**config.mk**
```make
export PLATFORM = sky130hd
export DESIGN_NAME = rr_arbiter8
export DESIGN_NICKNAME = d
export VERILOG_FILES = /design/src/rtl/rr_arbiter8.sv
export SDC_FILE = /design/constraint.sdc
export NUM_CORES = 1
export LEC_CHECK = 0
export CORE_MARGIN = 2
export CORE_UTILIZATION = 45
export DETAILED_ROUTE_END_ITERATION = 8
export PLACE_DENSITY = 0.62
export SYNTH_ARGS = -nofsm -noshare
export SYNTH_HDL_FRONTEND = slang
export SYNTH_SLANG_ARGS = --single-unit
export TNS_END_PERCENT = 1
```
**constraint.sdc**
```tcl
create_clock -name clk -period 4.6 [get_ports clk]
set_input_delay 0.92 -clock clk [delete_from_list [all_inputs] [get_ports clk]]
set_output_delay 0.92 -clock clk [all_outputs]
set_load 0.02 [all_outputs]
```
**src/rtl/rr_arbiter8.sv**
```systemverilog
// rtl/rr_arbiter8.sv - eight-way round-robin arbiter with bounded hold time
//
// Shares one downstream resource among eight level-sensitive requesters.
// An owner keeps the grant until it drops its request, or until it has held
// the grant for HOLD_MAX cycles while someone else is waiting.
//
// Ports:
//   clk          rising-edge clock
//   rst_n        synchronous active-low reset
//   req[7:0]     request vector, bit i belongs to requester i
//   grant[7:0]   registered one-hot grant, zero when idle
//   grant_idx    registered binary index of the granted bit, zero when idle
//   grant_valid  registered, equals |grant
//   preempt      one-cycle pulse on the first cycle of a grant that
//                followed a timeout release
module rr_arbiter8 #(
    parameter int HOLD_MAX = 16
) (
    input  logic       clk,
    input  logic       rst_n,
    input  logic [7:0] req,
    output logic [7:0] grant,
    output logic [2:0] grant_idx,
    output logic       grant_valid,
    output logic       preempt
);

    typedef enum logic {
        IDLE = 1'b0,
        BUSY = 1'b1
    } st_t;

    // Counter value at which the current owner has been visible for
    // HOLD_MAX cycles; the counter starts at 0 on the first grant cycle.
    localparam logic [7:0] HOLD_LAST = 8'(HOLD_MAX - 1);

    st_t        st_q, st_d;
    logic [2:0] owner_q, owner_d;
    logic [2:0] last_q, last_d;
    logic [7:0] hold_cnt_q, hold_cnt_d;
    logic [7:0] grant_q, grant_d;
    logic [2:0] grant_idx_q, grant_idx_d;
    logic       grant_valid_q, grant_valid_d;
    logic       preempt_q, preempt_d;

    logic [7:0] others;

    // First set bit of vec searching from+1, from+2, ... wrapping, ending at
    // from itself. Returns from when vec is empty; callers only use the
    // result when vec is non-zero.
    function automatic logic [2:0] pick(input logic [7:0] vec,
                                        input logic [2:0] from);
        logic [2:0] res;
        logic [2:0] idx;
        logic       found;
        res   = from;
        found = 1'b0;
        for (int k = 1; k <= 8; k++) begin
            idx = from + 3'(k);
            if (!found && vec[idx]) begin
                res   = idx;
                found = 1'b1;
            end
        end
        return res;
    endfunction

    // Requests from everyone except the current owner.
    assign others = req & ~(8'b1 << owner_q);

    always_comb begin
        st_d       = st_q;
        owner_d    = owner_q;
        last_d     = last_q;
        hold_cnt_d = hold_cnt_q;
        preempt_d  = 1'b0;

        case (st_q)
            IDLE: begin
                if (req != 8'h00) begin
                    owner_d    = pick(req, last_q);
                    st_d       = BUSY;
                    hold_cnt_d = 8'h00;
                end
            end
            BUSY: begin
                if (!req[owner_q]) begin
                    // Release has priority over timeout, so no preempt here.
                    last_d     = owner_q;
                    hold_cnt_d = 8'h00;
                    if (req != 8'h00) begin
                        owner_d = pick(req, owner_q);
                    end else begin
                        st_d = IDLE;
                    end
                end else if (hold_cnt_q == HOLD_LAST && others != 8'h00) begin
                    last_d     = owner_q;
                    owner_d    = pick(others, owner_q);
                    hold_cnt_d = 8'h00;
                    preempt_d  = 1'b1;
                end else if (hold_cnt_q != HOLD_LAST) begin
                    // Saturating: an uncontested owner holds indefinitely,
                    // and a newcomer then triggers the timeout on the next edge.
                    hold_cnt_d = hold_cnt_q + 8'h01;
                end
            end
            default: begin
                st_d = IDLE;
            end
        endcase

        // Outputs are derived from the next state so they register together.
        if (st_d == BUSY) begin
            grant_d       = 8'b1 << owner_d;
            grant_idx_d   = owner_d;
            grant_valid_d = 1'b1;
        end else begin
            grant_d       = 8'h00;
            grant_idx_d   = 3'd0;
            grant_valid_d = 1'b0;
            preempt_d     = 1'b0;
        end
    end

    always_ff @(posedge clk) begin
        if (!rst_n) begin
            st_q          <= IDLE;
            owner_q       <= 3'd0;
            last_q        <= 3'd7;
            hold_cnt_q    <= 8'h00;
            grant_q       <= 8'h00;
            grant_idx_q   <= 3'd0;
            grant_valid_q <= 1'b0;
            preempt_q     <= 1'b0;
        end else begin
            st_q          <= st_d;
            owner_q       <= owner_d;
            last_q        <= last_d;
            hold_cnt_q    <= hold_cnt_d;
            grant_q       <= grant_d;
            grant_idx_q   <= grant_idx_d;
            grant_valid_q <= grant_valid_d;
            preempt_q     <= preempt_d;
        end
    end

    assign grant       = grant_q;
    assign grant_idx   = grant_idx_q;
    assign grant_valid = grant_valid_q;
    assign preempt     = preempt_q;

endmodule

```
==> results.cfg <==
[worst_setup_path]
worstPathRequired_ps = 4780
crit_path_start = req[0]
path_max_fanout = 17
crit_type = input pin to flop
worstReg2RegStart = owner_q[1]$_SDFF_PN0_
critPathArrivalTime_ps = 4470
critPathLaunchType = input pin
crit_path_end_kind = flop

[timing]
finalMaxSlewViolations = 0
slew_headroom = 0.570
finalSetupViolCount = 0
hold_viol_final = 0
fmax_mhz = 233
min_period_over_period = 0.933
worst_pin_slew_ps = 643
finalCriticalPeriod_ps = 4290
skew_ps = 1.65
rsz0062_at_grt = no
setup_tns_ps = 0

[finish]
syn_to_final_growth_pct = 10.5
stdcell_area_um2 = 4240
nFillCells = 808
diodes = 0
drive_above_1_share = 0.201
final_cell_mix = nor2_1 (38), nand2_1 (38), mux4_2 (32)
nets = 484
fin_util = 0.513

[synthesis]
synth.yosys.warnings = 0
async_flop_share = 0
synthCells = 450
syn_avg_cell_area_um2 = 8.52
synth_ff_type = dfxtp_1
syn_nets = 470
yosys_register_bits = 27
synth.distinct_cells = 74
synth-edff-count = 0
netlist_area_um2 = 3830
seq_area_frac_synth = 0.141

[floorplan]
coreArea_um2 = 8260
initial_core_util = 0.464
ioPinCount = 23
die_w_um = 96.3
rows = 33
die_y_um = 96.3
dieArea_um2 = 9280

[grt]
antenna_found_initial = 0
grt_overflow_total = 0
grt_pass1_wl_um = 18000
grt_pass1_vias = 3605
grt_max_degree = 31
grt.total_usage = 0.244

[place]
portBuffers = 22
post_dp_cell_area_um2 = 4190
place_hpwl_um = 8170
place_congestion = 0.889

[power_and_ir_drop]
internal_power_mw = 1.37
p_clk_frac = 0.048
sequentialPowerShare = 0.118
powerDensity_nw_per_um2 = 659
peakVddDrop_v = 0.000519
sw_frac_of_total = 0.508
leakagePower_nw = 1.62
p_switching_mw = 1.42
combPwrFrac = 0.834

[detailed_routing]
first_pass_iters = 5
viasPerCell = 6.46
drc = 0
finalWirelength_um = 10900
drtIter0Drc = 312
vias = 3671
wl_per_cell_um = 19.1
drtAntennaViolNets = 0

[clock_tree]
postCtsHoldBufs = 0
cts-root-buf = clkbuf_8
cts_setup_buffers = 0
cts_tree = done
cts_resized = 0
clock_path_buffers = 2
htreeDepth = 1
cts_sinks = 27
numCtsBuffers = 3
insertion_delay_ps = 270
clk_pin_slew_worst_paths_ps = 90

[min_path]
hold_path.class = flop to flop
worstHoldStart = hold_cnt_q[7]$_SDFFE_PN0P_

[outcome]
status = finished, final reports clean

[job]
maxCapViolCount = 0
synthesized netlist by cell type, types with 5 or more instances:
library cell,n,area share
nand2_1,38,0.037
nor2_1,38,0.037
mux4_2,32,0.19
dfxtp_1,27,0.14
clkbuf_1,22,0.022
a21oi_1,18,0.023
mux2_2,17,0.050
inv_1,15,0.015
mux2i_1,14,0.037
o21ai_0,13,0.017
nand2b_1,12,0.020
buf_2,11,0.014
nor4_1,11,0.018
ha_1,10,0.033
a21o_1,9,0.018
nand3_1,9,0.012
nor2b_1,9,0.015
a211oi_1,8,0.016
nor3_1,8,0.010
xnor2_1,8,0.018
xor2_1,8,0.018
nand4_1,6,0.0098
a22oi_1,5,0.0098
o211ai_1,5,0.0098
o21ai_1,5,0.0065
power groups by stage:
stage	sequential (mW)	clock, mW	combinational (mW)
2_1_floorplan	0.354	0	1.77
3_3_place_gp	0.332	0	2.26
3_5_place_dp	0.336	0	2.29
4_1_cts	0.329	0.138	2.30
5_1_grt	0.335	0.146	2.54
6_report	0.329	0.135	2.33
layer usage:
layer	wire length (um)	track usage	vias to the layer above
li1	-	-	1762
met4	205	0.0516	0
met5	0	0	-
met3	479	0.0227	16
met1	4860	0.337	1769
met2	5310	0.414	124
sequential cells by signal, summed over array words and instances (netlist names):
| register | flops |
|---|---|
| hold_cnt_q | 8 |
| grant | 8 |
| last_q | 3 |
| st_q | 1 |
| grant_idx | 3 |
| owner_q | 3 |
| preempt | 1 |
critical path, stage by stage:
cell and delay (ps):
clkdlybuf4s50_1 720, buf_4 300, mux4_2 530, mux2_2 330
a2111oi_0 410, a221oi_1 100, a2bb2oi_1 220, o22ai_1 110
a31oi_1 270, o21ai_1 230, nor4_1 320
cells by family after synthesis:
kind of cell / after synthesis / share of synthesized area
simple gates: 156 / 0.208
compound gates: 120 / 0.236
mux: 64 / 0.278
buf+inv: 57 / 0.0682
flops: 27 / 0.141
xor+xnor: 16 / 0.0365
fa+ha+maj: 10 / 0.0326
metrics by stage:
stage	std cells	worst slack [ps]	total power [mW]	hold WS, ps
finish	568	307	2.79	538
global route	568	81.2	3.02	564
CTS	568	407	2.76	542
detailed placement	564	125	2.62	518
global placement	564	195	2.59	499
floorplan	450	456	2.12	480
cell type report:
type | instances | area, um2 | share of cell area
timing repair buffer | 48 | 415 | 0.0981
clock buffer | 3 | 41.3 | 0.00975
inverter | 18 | 67.6 | 0.0159
tap | 105 | 131 | 0.0310
multi-input combinational | 366 | 3030 | 0.716
sequential | 27 | 541 | 0.128
clock inverter | 1 | 7.51 | 0.00177
final timing paths:
kind / end / slack, ps / cells after the start
worst max register to register: grant[7]$_SDFF_PN0_ / 640 / 12
worst min-delay path: hold_cnt_q[7]$_SDFFE_PN0P_ / 540 / 2
worst max-delay path: grant[7]$_SDFF_PN0_ / 310 / 11
worst min register to register: hold_cnt_q[7]$_SDFFE_PN0P_ / 540 / 2
Power figures use the tool's default switching activity.
